File: src/rtl/tcdm_arb_pkg.sv
// rtl/tcdm_arb_pkg.sv - shared helpers for per-bank TCDM round-robin arbiters
package tcdm_arb_pkg;

  localparam int unsigned MaxInit     = 64;
  localparam int unsigned MaxIdxWidth = 6;

  function automatic int unsigned idx_width(input int unsigned nb);
    return (nb > 1) ? $clog2(nb) : 1;
  endfunction

  // First requesting index at or after ptr, wrapping modulo nb; ptr when nobody requests.
  function automatic logic [MaxIdxWidth-1:0] rr_pick(
    input logic [MaxInit-1:0]     req,
    input logic [MaxIdxWidth-1:0] ptr,
    input logic [MaxIdxWidth:0]   nb
  );
    logic [MaxIdxWidth:0]   idx;
    logic [MaxIdxWidth-1:0] pick;
    logic                   found;
    pick  = ptr;
    found = 1'b0;
    for (int k = 0; k < MaxInit; k++) begin
      idx = {1'b0, ptr} + (MaxIdxWidth + 1)'(k);
      if (idx >= nb) idx = idx - nb;
      if (((MaxIdxWidth + 1)'(k) < nb) && !found && req[idx[MaxIdxWidth-1:0]]) begin
        pick  = idx[MaxIdxWidth-1:0];
        found = 1'b1;
      end
    end
    return pick;
  endfunction

endpackage

File: src/rtl/tcdm_rr_pick.sv
// rtl/tcdm_rr_pick.sv - combinational round-robin winner selection
module tcdm_rr_pick
  import tcdm_arb_pkg::*;
#(
  parameter int unsigned NbInit   = 4,
  parameter int unsigned IdxWidth = idx_width(NbInit)
) (
  input  logic [NbInit-1:0]   req_i,
  input  logic [IdxWidth-1:0] ptr_i,
  output logic [IdxWidth-1:0] idx_o,
  output logic                valid_o
);

  assign idx_o   = IdxWidth'(rr_pick(MaxInit'(req_i), MaxIdxWidth'(ptr_i),
                                     (MaxIdxWidth + 1)'(NbInit)));
  assign valid_o = |req_i;

endmodule

File: src/rtl/tcdm_bank_rr_arbiter.sv
// rtl/tcdm_bank_rr_arbiter.sv - round-robin merge of initiators onto one TCDM bank
module tcdm_bank_rr_arbiter
  import tcdm_arb_pkg::*;
#(
  parameter int unsigned NbInit    = 4,
  parameter int unsigned AddrWidth = 32,
  parameter int unsigned DataWidth = 32,
  parameter int unsigned BeWidth   = DataWidth / 8,
  parameter int unsigned IdWidth   = 1
) (
  input  logic                              clk_i,
  input  logic                              rst_ni,
  input  logic [NbInit-1:0]                 init_req_i,
  input  logic [NbInit-1:0][AddrWidth-1:0]  init_add_i,
  input  logic [NbInit-1:0]                 init_wen_i,
  input  logic [NbInit-1:0][DataWidth-1:0]  init_data_i,
  input  logic [NbInit-1:0][BeWidth-1:0]    init_be_i,
  input  logic [NbInit-1:0][IdWidth-1:0]    init_id_i,
  output logic [NbInit-1:0]                 init_gnt_o,
  output logic [NbInit-1:0]                 init_r_valid_o,
  output logic [DataWidth-1:0]              init_r_data_o,
  output logic [IdWidth-1:0]                init_r_id_o,
  output logic                              bank_req_o,
  output logic [AddrWidth-1:0]              bank_add_o,
  output logic                              bank_wen_o,
  output logic [DataWidth-1:0]              bank_data_o,
  output logic [BeWidth-1:0]                bank_be_o,
  output logic [IdWidth-1:0]                bank_id_o,
  input  logic                              bank_gnt_i,
  input  logic [DataWidth-1:0]              bank_r_data_i,
  input  logic [IdWidth-1:0]                bank_r_id_i
);

  localparam int unsigned IdxWidth = idx_width(NbInit);

  logic [IdxWidth-1:0] rr_ptr_q;
  logic [IdxWidth-1:0] resp_idx_q;
  logic                resp_valid_q;
  logic [IdxWidth-1:0] winner;
  logic [IdxWidth-1:0] ptr_next;
  logic                any_req;
  logic                hs;

  tcdm_rr_pick #(
    .NbInit  (NbInit),
    .IdxWidth(IdxWidth)
  ) i_pick (
    .req_i  (init_req_i),
    .ptr_i  (rr_ptr_q),
    .idx_o  (winner),
    .valid_o(any_req)
  );

  assign bank_req_o  = any_req;
  assign bank_add_o  = init_add_i[winner];
  assign bank_wen_o  = init_wen_i[winner];
  assign bank_data_o = init_data_i[winner];
  assign bank_be_o   = init_be_i[winner];
  assign bank_id_o   = init_id_i[winner];
  assign hs          = bank_req_o & bank_gnt_i;

  assign ptr_next = (winner == IdxWidth'(NbInit - 1)) ? '0 : winner + IdxWidth'(1);

  always_comb begin
    init_gnt_o         = '0;
    init_gnt_o[winner] = hs;
  end

  // Read data and id come straight from the bank; only the target strobe is tracked.
  always_comb begin
    init_r_valid_o             = '0;
    init_r_valid_o[resp_idx_q] = resp_valid_q;
  end

  assign init_r_data_o = bank_r_data_i;
  assign init_r_id_o   = bank_r_id_i;

  always_ff @(posedge clk_i or negedge rst_ni) begin
    if (!rst_ni) begin
      rr_ptr_q     <= '0;
      resp_valid_q <= 1'b0;
      resp_idx_q   <= '0;
    end else begin
      resp_valid_q <= hs;
      if (hs) begin
        rr_ptr_q   <= ptr_next;
        resp_idx_q <= winner;
      end
    end
  end

endmodule

File: config.mk
export PLATFORM = sky130hd
export DESIGN_NAME = tcdm_bank_rr_arbiter
export DESIGN_NICKNAME = d
export VERILOG_FILES = /design/src/rtl/tcdm_arb_pkg.sv /design/src/rtl/tcdm_rr_pick.sv /design/src/rtl/tcdm_bank_rr_arbiter.sv
export SDC_FILE = /design/constraint.sdc
export NUM_CORES = 1
export LEC_CHECK = 0
export BUFFER_PORTS_ARGS = -buffer_cell sky130_fd_sc_hd__buf_2
export CAP_MARGIN = 25
export CORE_AREA = 2 2 166 168
export DETAILED_ROUTE_END_ITERATION = 8
export DIE_AREA = 0 0 168 170
export PLACE_DENSITY = 0.38
export SYNTH_ARGS = -nofsm -noshare
export SYNTH_HDL_FRONTEND = slang
export SYNTH_SLANG_ARGS = --single-unit
File: constraint.sdc
create_clock -name clk_i -period 4.3 [get_ports clk_i]
set_input_delay 0.43 -clock clk_i [delete_from_list [all_inputs] [get_ports clk_i]]
set_output_delay 0.43 -clock clk_i [all_outputs]
set_load 0.02 [all_outputs]
==> run_results.csv, run 1 <==
group,metric,value,unit
logic_synthesis,synth-seq-cells,5,
critical_path,crit_path_top_delay_cell,"sky130_fd_sc_hd__mux4_2",
critical_path,worstSetupStartpointType,"register",
logic_synthesis,netlist_area,0.00254,mm²
logic_synthesis,most_used_flip_flop_cell_after_synthesis,"sky130_fd_sc_hd__dfrtp_1",
pwr,power-per-cell-area,1280,mW/mm²
logic_synthesis,synth_enable_flop_cells,0,
floorplanning,num_rows,60,
cts,worstSkewPairLatency,0.22,ns
pwr,clock_power_share,2.6,%
pwr,leakagePower,0.00224,µW
pwr,p_switching,3090,µW
cts,cts_setup_buffers,0,
floorplanning,die_height,170,µm
critical_path,timing.critical_path.fanout_max,37,
cts,cts.sinks,5,
timing,timing.final.crit_period,3.89,ns
timing,timing.final.crit_share,90.4,%
floorplanning,dieArea,0.0286,mm²
layout,filler_cell_count,2966,
timing,grt_setup_unrepaired,"false",
layout,final_cells,842,
floorplanning,ios,432,
cts,hold_buffers,0,
cts,cts_inserted_buffers,3,
pwr,ir_worst_vdd,0.000618,V
run,maxCapViolCount,0,
global_route,grt_overflow,0,
placed_design,dp.cells,838,
pwr,pwr-share-seq,1.5,%
timing,maxSlewHeadroom,67.3,%
pwr,fraction_of_power_spent_switching_nets,53.0,%
critical_path,crit_required,3.87,ns
layout,syn2layout_area_growth,79.7,%
layout,final_util,17.1,%
logic_synthesis,yosysUniqueCellTypes,32,
critical_path,crit_path_end_kind,"primary output",
cts,max-clock-path-buffers,2,
logic_synthesis,synth_top_area_cell,"sky130_fd_sc_hd__mux4_2",
logic_synthesis,seq_area_frac_synth,4.93,%
critical_path,critical-path-top-cell-by-count,"sky130_fd_sc_hd__mux4_2",
global_route,grt_use_total,9.07,%
logic_synthesis,netlist_top_cells_area,"sky130_fd_sc_hd__mux4_2, sky130_fd_sc_hd__buf_4, sky130_fd_sc_hd__dfrtp_1, sky130_fd_sc_hd__buf_6, sky130_fd_sc_hd__ha_1",
critical_path,worst_reg_to_reg_setup_slack,1.04,ns
pwr,cellInternalPower,2730,µW
timing,fmax,257,MHz
detailed_routing,detail_route.drc_violations,0,
critical_path,crit_family,"multiplexers",
global_route,first_global_vias,3238,
cts,clock_tree.htree_level_count,1,
cts,clk_root_buffer_cell,"sky130_fd_sc_hd__clkbuf_16",
placed_design,dp_hpwl,12800,µm
critical_path,critical-path-max-stage-delay,0.57,ns
placed_design,placement.setup.worst_slack,0.644,ns
status,outcome,"finished clean",
detailed_routing,drt_wl_total,14300,µm
worst_hold_path,holdCritPathClass,"input pin to asynchronous set/reset pin",
logic_synthesis,yosys.area.top_type_share,63.0,%
timing,finalSetupViolCount,0,
critical_path,critPathArrivalTime,3.46,ns
placed_design,gp_routability_congestion,0.803,
global_route,global_route_wire_length_before_repair,19900,µm
logic_synthesis,postSynthNetCount,501,
floorplanning,die_extent_in_x,168,µm
detailed_routing,drt_iter0_markers,83,
logic_synthesis,syn-instance-count,176,
layout,layout.nets,827,
pwr,power.combinational.fraction,95.8,%
layout,layout-drive-gt1-share,89.8,%
placed_design,portBuffers,365,
critical_path,crit_chain,"inv_1 > ha_1 > mux4_2 > nand3b_4 > nor4_1 > nor4_2 > buf_4 > mux4_2 > buf_2",
critical_path,crit_type,"register to primary output",
detailed_routing,routed_wire_length_per_instance,17.0,µm
global_route,antenna_found_initial,0,
cts,post_cts.resized_instances,0,
logic_synthesis,yosysMostFrequentCell,"sky130_fd_sc_hd__mux4_2",
layout,diodes,0,
timing,timing.clock.skew,0.00164,ns
detailed_routing,pre_antenna_drt_iters,4,
global_route,largest_net_degree_at_the_start_of_global_routing,39,
timing,timing.setup.tns,0,ns
logic_synthesis,synth.top_cells.by_count,"sky130_fd_sc_hd__mux4_2, sky130_fd_sc_hd__buf_4, sky130_fd_sc_hd__buf_6",
logic_synthesis,per_instance_average_area_after_synthesis,14.4,µm²
floorplanning,effective_utilization_at_floorplan,9.52,%
cts,cts_tree,"done",
floorplanning,core_area,0.0267,mm²
timing,setup_ws,0.414,ns
logic_synthesis,async_reset_ff_share,100,%
cts,clk_pin_slew,0.03,ns
detailed_routing,via_count,3112,
timing,drv_slew,0,
timing,timing_worst_slew_pin_value,0.479,ns
logic_synthesis,yosysWarningCount,0,
detailed_routing,routed_via_density,3.70,
detailed_routing,ant_nets,0,
timing,hold_viol,0,
critical_path,worst-path-buf-inv,3,
-- routing by layer --
metal  share of wire (%)  global-route usage [%]  vias to the layer above
met5                   0                       0                        -
met4                 1.0                    1.29                        0
met3                 8.7                    2.21                       12
met2                  51                    16.4                      185
met1                  39                    11.1                     1531
li1                    -                       -                     1384
-- power groups by stage --
| stage | registers, µW | clock network, µW | logic (µW) |
|---|---|---|---|
| finish | 89.6 | 152 | 5580 |
| global placement | 89.8 | 0 | 5700 |
| floorplan | 88.1 | 0 | 4320 |
| global route | 94.8 | 161 | 5950 |
| CTS | 90.3 | 157 | 5710 |
| detailed placement | 90.9 | 0 | 5710 |
-- flip-flops by register name, indices dropped and copies added (netlist names) --
signal        count
resp_idx_q        2
rr_ptr_q          2
resp_valid_q      1
-- area by class of cell --
cell class / instances / area [µm²] / share of cell area, %
repair buffers: 370 / 1900 / 41.7
well taps: 341 / 427 / 9.36
multi-input cells: 117 / 2010 / 44.1
clock buffers: 4 / 78.8 / 1.73
inverters: 5 / 18.8 / 0.412
flip-flops and latches: 5 / 125 / 2.74
-- through the flow --
stage / total power, µW / hold slack, ns / area (µm²)
global placement: 5790 / 0.272 / 4480
global route: 6210 / 0.0315 / 4560
detailed placement: 5800 / 0.271 / 4480
finish: 5820 / 0.0260 / 4560
CTS: 5960 / 0.0321 / 4560
floorplan: 4410 / 0.134 / 2540
-- cells by family (layout without fill, tap and decap cells) --
family	count (synthesis)	in the layout	share of synthesized area [%]
AOI/OAI and AO/OA	8	8	2.52
adders and majority gates	5	5	2.47
muxes	77	77	66.8
xor gates and xnor gates	1	1	1.08
DFF	5	5	4.93
and+or+nand+nor	26	26	6.11
buffers and inverters	54	379	16.1
-- layout by cell type, fill, tap and decap left out, types with 2 or more instances in the layout --
cell                        netlist  routed
sky130_fd_sc_hd__mux2_2           2       2
sky130_fd_sc_hd__mux4_1           2       2
sky130_fd_sc_hd__o21ai_0          2       2
sky130_fd_sc_hd__a21oi_1          2       2
sky130_fd_sc_hd__dfrtp_1          5       5
sky130_fd_sc_hd__buf_4           38       2
sky130_fd_sc_hd__buf_2            3     365
sky130_fd_sc_hd__buf_12           0       3
sky130_fd_sc_hd__mux4_2          71      71
sky130_fd_sc_hd__nor3_1           2       2
sky130_fd_sc_hd__inv_1            4       4
sky130_fd_sc_hd__nor2_1           3       3
sky130_fd_sc_hd__nand2_1          6       6
sky130_fd_sc_hd__mux2i_1          2       2
sky130_fd_sc_hd__ha_1             5       5
sky130_fd_sc_hd__and3_1           4       4
sky130_fd_sc_hd__clkbuf_16        0       3
-- worst register-to-register path: stages, from the launching register on --
cell                       delay (ns)
sky130_fd_sc_hd__dfrtp_1         0.43
sky130_fd_sc_hd__inv_1           0.13
sky130_fd_sc_hd__ha_1            0.41
sky130_fd_sc_hd__mux4_2          0.57
sky130_fd_sc_hd__nand3b_4        0.11
sky130_fd_sc_hd__nor4_1          0.06
sky130_fd_sc_hd__nor4_2          0.39
sky130_fd_sc_hd__buf_4           0.51
sky130_fd_sc_hd__inv_1           0.10
sky130_fd_sc_hd__ha_1            0.29
sky130_fd_sc_hd__nand2_1         0.05
sky130_fd_sc_hd__o21ai_0         0.08
-- path summary, 6_finish.rpt --
| kind | start | to | cells past startpoint |
|---|---|---|---|
| worst max-delay path | rr_ptr_q[1]$_DFFE_PN0P_ | bank_add_o[15] | 9 |
| worst min-delay path | rst_ni | rr_ptr_q[1]$_DFFE_PN0P_ | 1 |
| worst max register to register | rr_ptr_q[1]$_DFFE_PN0P_ | rr_ptr_q[1]$_DFFE_PN0P_ | 11 |
| worst min register to register | resp_idx_q[0]$_DFFE_PN0P_ | resp_idx_q[0]$_DFFE_PN0P_ | 2 |
| max in group asynchronous | rst_ni | resp_valid_q$_DFF_PN0_ | 1 |
| min in group clk_i | bank_gnt_i | rr_ptr_q[0]$_DFFE_PN0P_ | 3 |
Note: power is estimated with default switching activity, not from simulation.
==> inputs of run 2 (changes only) <==
--- a/config.mk
+++ b/config.mk
@@ -10,7 +10,9 @@
 export CORE_AREA = 2 2 166 168
 export DETAILED_ROUTE_END_ITERATION = 8
 export DIE_AREA = 0 0 168 170
-export PLACE_DENSITY = 0.38
+export PLACE_DENSITY = 0.39
+export RECOVER_POWER = 25
+export SETUP_SLACK_MARGIN = 0.1
 export SYNTH_ARGS = -nofsm -noshare
 export SYNTH_HDL_FRONTEND = slang
 export SYNTH_SLANG_ARGS = --single-unit
==> run_results.csv, run 2 (same netlist as run 1, synthesis figures left out) <==
group,metric,value,unit
status,outcome,"finished clean",
timing,timing.clock.skew,0.00136,ns
placed_design,dp.cells,838,
detailed_routing,routed_wire_length_per_instance,17.7,µm
pwr,fraction_of_power_spent_switching_nets,53.3,%
critical_path,crit_path_top_delay_cell,"sky130_fd_sc_hd__mux4_1",
cts,cts_inserted_buffers,3,
pwr,leakagePower,0.00224,µW
timing,hold_viol,0,
critical_path,crit_family,"multiplexers",
cts,cts_tree,"done",
layout,final_cells,842,
global_route,antenna_found_initial,2,
global_route,global_route_track_usage_on_met3,1.79,%
timing,finalSetupViolCount,0,
global_route,grt_use_total,9.31,%
critical_path,worstSetupStartpointType,"register",
layout,layout-drive-gt1-share,89.6,%
detailed_routing,drt_iter0_markers,121,
cts,hold_buffers,0,
pwr,power.combinational.fraction,95.9,%
placed_design,gp_routability_congestion,0.827,
timing,setup_ws,0.465,ns
floorplanning,core_area,0.0267,mm²
layout,diodes,0,
floorplanning,die_height,170,µm
timing,timing.final.crit_period,3.83,ns
pwr,clock_power_share,2.6,%
cts,cts.sinks,5,
critical_path,worst-path-buf-inv,3,
pwr,p_switching,3160,µW
detailed_routing,pre_antenna_drt_iters,4,
global_route,first_global_vias,3289,
critical_path,critical-path-max-stage-delay,0.64,ns
floorplanning,effective_utilization_at_floorplan,9.52,%
timing,fmax,261,MHz
timing,drv_slew,0,
worst_hold_path,holdCritPathClass,"input pin to asynchronous set/reset pin",
pwr,cellInternalPower,2760,µW
cts,worstSkewPairLatency,0.23,ns
cts,cts_setup_buffers,0,
placed_design,portBuffers,365,
run,maxCapViolCount,0,
cts,clock_tree.htree_level_count,1,
placed_design,placement.setup.worst_slack,0.675,ns
pwr,power-per-cell-area,1290,mW/mm²
layout,mostFrequentLayoutCell,"sky130_fd_sc_hd__buf_2",
layout,syn2layout_area_growth,80.2,%
pwr,ir_worst_vdd,0.000693,V
critical_path,crit_path_end_kind,"primary output",
global_route,global_route.usage.met2,16.1,%
critical_path,crit_chain,"inv_1 > ha_1 > mux4_2 > nand3b_4 > a31oi_4 > xnor2_4 > buf_12 > mux4_1 > buf_2",
timing,timing.final.crit_share,89.2,%
layout,layout.cell_area.non_filler,0.00457,mm²
global_route,globalRouteMet1Util,12.3,%
floorplanning,die_extent_in_x,168,µm
global_route,largest_net_degree_at_the_start_of_global_routing,43,
cts,post_cts.resized_instances,0,
floorplanning,dieArea,0.0286,mm²
critical_path,crit_required,3.87,ns
placed_design,postPlaceCellArea,0.00449,mm²
floorplanning,num_rows,60,
global_route,globalRoute.busiestLayer,"met2",
critical_path,timing.critical_path.fanout_max,42,
critical_path,critPathArrivalTime,3.40,ns
cts,max-clock-path-buffers,2,
global_route,grt_overflow,0,
critical_path,critPathLaunch,"rr_ptr_q[1]$_DFFE_PN0P_",
cts,clk_pin_slew,0.03,ns
pwr,pwr-share-seq,1.6,%
layout,layout.nets,827,
timing,grt_setup_unrepaired,"false",
layout,top_regs,"resp_idx_q x2, rr_ptr_q x2, resp_valid_q x1",
critical_path,crit_type,"register to primary output",
floorplanning,ios,432,
detailed_routing,detail_route.drc_violations,0,
critical_path,worst_r2r_startpoint,"rr_ptr_q[1]$_DFFE_PN0P_",
detailed_routing,ant_nets,0,
layout,mostFrequentLayoutCells,"sky130_fd_sc_hd__buf_2, sky130_fd_sc_hd__mux4_2, sky130_fd_sc_hd__nand2_1, sky130_fd_sc_hd__ha_1, sky130_fd_sc_hd__dfrtp_1",
global_route,global_route_wire_length_before_repair,20200,µm
cts,clk_root_buffer_cell,"sky130_fd_sc_hd__clkbuf_16",
detailed_routing,via_count,3175,
timing,maxSlewHeadroom,59.3,%
detailed_routing,drt_wl_total,14900,µm
placed_design,dp_hpwl,13200,µm
timing,worst_hold_slack,0.0650,ns
detailed_routing,routed_via_density,3.77,
timing,timing_worst_slew_pin_value,0.595,ns
timing,timing.setup.tns,0,ns
## run 2: cell count changes in the layout (fill, tap and decap cells not counted), sizes merged
cell / change
buf: -1
clkbuf: +1
## run 2: metal layers
layer / part of all wire (%) / vias up
li1: - / 1383
met1: 42 / 1569
met4: 0.85 / 4
met3: 7.9 / 22
met2: 49 / 197
met5: 0.17 / -
## run 2: worst reg2reg max path, stage by stage, from the launching register on
cell                       delay, ns
sky130_fd_sc_hd__dfrtp_1        0.42
sky130_fd_sc_hd__inv_1          0.13
sky130_fd_sc_hd__ha_1           0.40
sky130_fd_sc_hd__mux4_2         0.57
sky130_fd_sc_hd__nand3b_4       0.12
sky130_fd_sc_hd__nor4_1         0.06
sky130_fd_sc_hd__nor4_2         0.48
sky130_fd_sc_hd__buf_12         0.29
sky130_fd_sc_hd__inv_1          0.09
sky130_fd_sc_hd__ha_1           0.27
sky130_fd_sc_hd__nand2_1        0.05
sky130_fd_sc_hd__o21ai_0        0.08
## run 2: path summary, 6_finish.rpt
path / to / slack, ns / cells after the start
worst max-delay path: bank_wen_o / 0.47 / 9
max in group asynchronous: resp_idx_q[1]$_DFFE_PN0P_ / 4.00 / 1
worst max register to register: rr_ptr_q[1]$_DFFE_PN0P_ / 1.21 / 11
min in group clk_i: rr_ptr_q[0]$_DFFE_PN0P_ / 0.57 / 3
worst min-delay path: rr_ptr_q[1]$_DFFE_PN0P_ / 0.06 / 1
worst min register to register: resp_idx_q[0]$_DFFE_PN0P_ / 0.62 / 2
## run 2: layout make-up
class | instances | area, µm²
repair buffers | 370 | 1910
fillers | 2992 | 22100
flip-flops and latches | 5 | 125
clock buffers | 4 | 78.8
multi-input cells | 117 | 2010
inverters | 5 | 18.8
well taps | 341 | 427
## run 2: power by group through the flow
stage / clock network (µW) / registers, µW / logic (µW)
2_1_floorplan: 0 / 88.1 / 4320
3_3_place_gp: 0 / 93.5 / 5760
3_5_place_dp: 0 / 94.4 / 5760
4_1_cts: 154 / 93.8 / 5780
5_1_grt: 160 / 99.1 / 6040
6_report: 152 / 92.7 / 5670
## run 2: per-stage QoR
stage                     power, µW  utilization (%)
after floorplan                4410                -
after global placement         5860             16.9
after detailed placement       5850             16.9
after CTS                      6030             17.2
after global routing           6290             17.2
final                          5920             17.2
==> inputs of run 3 (changes only) <==
--- a/config.mk
+++ b/config.mk
@@ -7,12 +7,13 @@
 export LEC_CHECK = 0
 export BUFFER_PORTS_ARGS = -buffer_cell sky130_fd_sc_hd__buf_2
 export CAP_MARGIN = 25
-export CORE_AREA = 2 2 166 168
+export CORE_AREA = 2 2 170 172
 export DETAILED_ROUTE_END_ITERATION = 8
-export DIE_AREA = 0 0 168 170
+export DIE_AREA = 0 0 172 174
 export PLACE_DENSITY = 0.39
 export RECOVER_POWER = 25
 export SETUP_SLACK_MARGIN = 0.1
 export SYNTH_ARGS = -nofsm -noshare
 export SYNTH_HDL_FRONTEND = slang
+export SYNTH_HIERARCHICAL = 1
 export SYNTH_SLANG_ARGS = --single-unit
==> run_results.csv, run 3 <==
group,metric,value,unit
logic_synthesis,synth-seq-cells,5,
cts,worstSkewPairLatency,0.23,ns
critical_path,critical-path-max-stage-delay,0.54,ns
logic_synthesis,yosysUniqueCellTypes,29,
detailed_routing,drt_iter0_markers,160,
logic_synthesis,seq_area_frac_synth,4.81,%
placed_design,portBuffers,365,
logic_synthesis,async_reset_ff_share,100,%
layout,syn2layout_area_growth,79.4,%
timing,drv_slew,0,
logic_synthesis,synth_enable_flop_cells,0,
logic_synthesis,yosysMostFrequentCell,"sky130_fd_sc_hd__mux4_2",
cts,hold_buffers,0,
critical_path,timing.critical_path.fanout_max,42,
logic_synthesis,per_instance_average_area_after_synthesis,14.9,µm²
status,outcome,"finished clean",
timing,timing.final.crit_period,3.92,ns
pwr,ir_worst_vdd,0.000427,V
detailed_routing,ant_nets,0,
detailed_routing,pre_antenna_drt_iters,6,
run,maxCapViolCount,0,
timing,timing.setup.tns,0,ns
logic_synthesis,netlist_top_cells_area,"sky130_fd_sc_hd__mux4_2, sky130_fd_sc_hd__buf_4, sky130_fd_sc_hd__dfrtp_1, sky130_fd_sc_hd__buf_12, sky130_fd_sc_hd__ha_1",
layout,layout-drive-gt1-share,90.6,%
layout,mostFrequentLayoutCell,"sky130_fd_sc_hd__buf_2",
detailed_routing,drt_wl_total,15500,µm
cts,clk_pin_slew,0.03,ns
pwr,leakagePower,0.00228,µW
cts,max-clock-path-buffers,2,
detailed_routing,routed_wire_length_per_instance,17.5,µm
critical_path,crit_path_end_kind,"primary output",
layout,layout.nets,830,
critical_path,crit_path_top_delay_cell,"sky130_fd_sc_hd__mux4_1",
cts,cts_setup_buffers,0,
critical_path,worstSetupStartpointType,"register",
cts,cts_tree,"done",
cts,cts_inserted_buffers,3,
floorplanning,die_extent_in_x,172,µm
layout,final_cells,889,
floorplanning,ios,432,
global_route,antenna_found_initial,6,
global_route,largest_net_degree_at_the_start_of_global_routing,43,
timing,finalSetupViolCount,0,
global_route,first_global_vias,3340,
global_route,grt_use_total,9.32,%
floorplanning,dieArea,0.0299,mm²
layout,mostFrequentLayoutCells,"sky130_fd_sc_hd__buf_2, sky130_fd_sc_hd__mux4_2, sky130_fd_sc_hd__ha_1, sky130_fd_sc_hd__inv_1, sky130_fd_sc_hd__mux2_2",
timing,grt_setup_unrepaired,"false",
cts,post_cts.resized_instances,0,
detailed_routing,via_count,3221,
logic_synthesis,yosys.area.top_type_share,61.4,%
timing,timing_worst_slew_pin_value,0.620,ns
cts,cts.sinks,5,
placed_design,gp_routability_congestion,0.907,
placed_design,dp_hpwl,14000,µm
logic_synthesis,yosysWarningCount,6,
worst_hold_path,holdCritPathClass,"input pin to asynchronous set/reset pin",
cts,clk_root_buffer_cell,"sky130_fd_sc_hd__clkbuf_16",
critical_path,critPathArrivalTime,3.49,ns
logic_synthesis,synth_top_area_cell,"sky130_fd_sc_hd__mux4_2",
global_route,global_route_wire_length_before_repair,20600,µm
layout,top_regs,"resp_idx_q x2, rr_ptr_q x2, resp_valid_q x1",
timing,hold_viol,0,
floorplanning,num_rows,62,
critical_path,worst_r2r_path_depth,9,
cts,clock_tree.htree_level_count,1,
floorplanning,effective_utilization_at_floorplan,9.22,%
floorplanning,die_height,174,µm
global_route,grt_overflow,0,
timing,timing.final.crit_share,91.3,%
critical_path,crit_type,"register to primary output",
timing,maxSlewHeadroom,58.7,%
critical_path,crit_chain,"inv_1 > ha_1 > mux4_1 > or3b_4 > a221o_1 > a22o_4 > buf_4 > mux4_2 > buf_2",
logic_synthesis,netlist_area,0.00260,mm²
logic_synthesis,most_used_flip_flop_cell_after_synthesis,"sky130_fd_sc_hd__dfrtp_1",
timing,fmax,255,MHz
floorplanning,core_area,0.0282,mm²
logic_synthesis,syn-instance-count,175,
logic_synthesis,postSynthNetCount,503,
placed_design,dp.cells,881,
critical_path,crit_required,3.87,ns
detailed_routing,routed_via_density,3.62,
pwr,power-per-cell-area,1240,mW/mm²
logic_synthesis,synth.top_cells.by_count,"sky130_fd_sc_hd__mux4_2, sky130_fd_sc_hd__buf_4, sky130_fd_sc_hd__buf_2, sky130_fd_sc_hd__ha_1",
detailed_routing,detail_route.drc_violations,0,
timing,timing.clock.skew,0.00190,ns
==> run 3: cell count changes in the layout (fill, tap and decap cells not counted), sizes merged, moves of 2 or more <==
cell   delta
a31oi     -2
buf       +2
diode     +4
ha        +3
inv       +2
mux2      +4
mux2i     -2
nand2     -3
nor4      -2
==> run 3: cell type report <==
class | instances | area (µm²)
inverter | 6 | 22.5
multi-input combinational | 114 | 2030
timing repair buffer | 372 | 1930
fill | 3254 | 23600
tap | 384 | 480
clock buffer | 4 | 78.8
sequential | 5 | 125
antenna | 4 | 10.0
==> run 3: worst max-delay path, delay by kind of cell, from the launching register on <==
| family | cells | cell delay [ns] |
|---|---|---|
| AOI/OAI and AO/OA | 2 | 0.68 |
| adders and majority gates | 1 | 0.35 |
| buffers and inverters | 3 | 0.61 |
| DFF | 1 | 0.45 |
| muxes | 2 | 0.87 |
| and+or+nand+nor | 1 | 0.25 |
==> run 3: per-layer routing <==
layer	share of wire [%]	GRT usage (%)	vias up
li1	-	-	1382
met1	36	10.9	1591
met2	52	16.8	224
met3	11	2.73	20
met4	0.84	1.89	4
met5	0.21	0	-
==> run 3: through the flow <==
stage          utilization (%)  instance area, µm²  hold slack (ns)  setup slack, ns  power, µW
6_report                  16.5                4670           0.0785            0.376       5770
5_1_grt                   16.5                4670            0.104            0.153       6210
4_1_cts                   16.5                4660           0.0273            0.309       5910
3_5_place_dp              16.2                4580            0.264            0.559       5740
3_3_place_gp              16.2                4580            0.265            0.597       5730
2_1_floorplan                -                2600            0.134            0.890       4430
==> run 3: where the power goes <==
group / internal [µW] / switching (µW) / total (µW) / leakage (µW)
registers: 69.6 / 25.6 / 95.2 / 0.0000589
logic: 2550 / 2980 / 5530 / 0.00218
clock network: 123 / 28.7 / 151 / 0.0000382
total: 2740 / 3030 / 5770 / 0.00228
==> run 3: final timing paths <==
| kind | to | slack, ns | from |
|---|---|---|---|
| min reg2reg | resp_idx_q[1]$_DFFE_PN0P_ | 0.61 | resp_idx_q[1]$_DFFE_PN0P_ |
| max in group asynchronous | resp_idx_q[0]$_DFFE_PN0P_ | 3.97 | rst_ni |
| min | rr_ptr_q[0]$_DFFE_PN0P_ | 0.08 | rst_ni |
| max reg2reg | rr_ptr_q[1]$_DFFE_PN0P_ | 1.09 | rr_ptr_q[1]$_DFFE_PN0P_ |
| min in group clk_i | resp_valid_q$_DFF_PN0_ | 0.59 | bank_gnt_i |
| max | bank_id_o | 0.38 | rr_ptr_q[1]$_DFFE_PN0P_ |
==> run 3: cell families (layout without fill, tap and decap cells) <==
kind of cell	Yosys count	after routing	share of synthesized area, %
and+or+nand+nor	19	19	4.37
xor gates and xnor gates	1	1	0.336
buffers and inverters	56	382	18.0
muxes	80	80	67.0
other	0	4	0
AOI/OAI and AO/OA	6	6	1.63
adders and majority gates	8	8	3.84
DFF	5	5	4.81
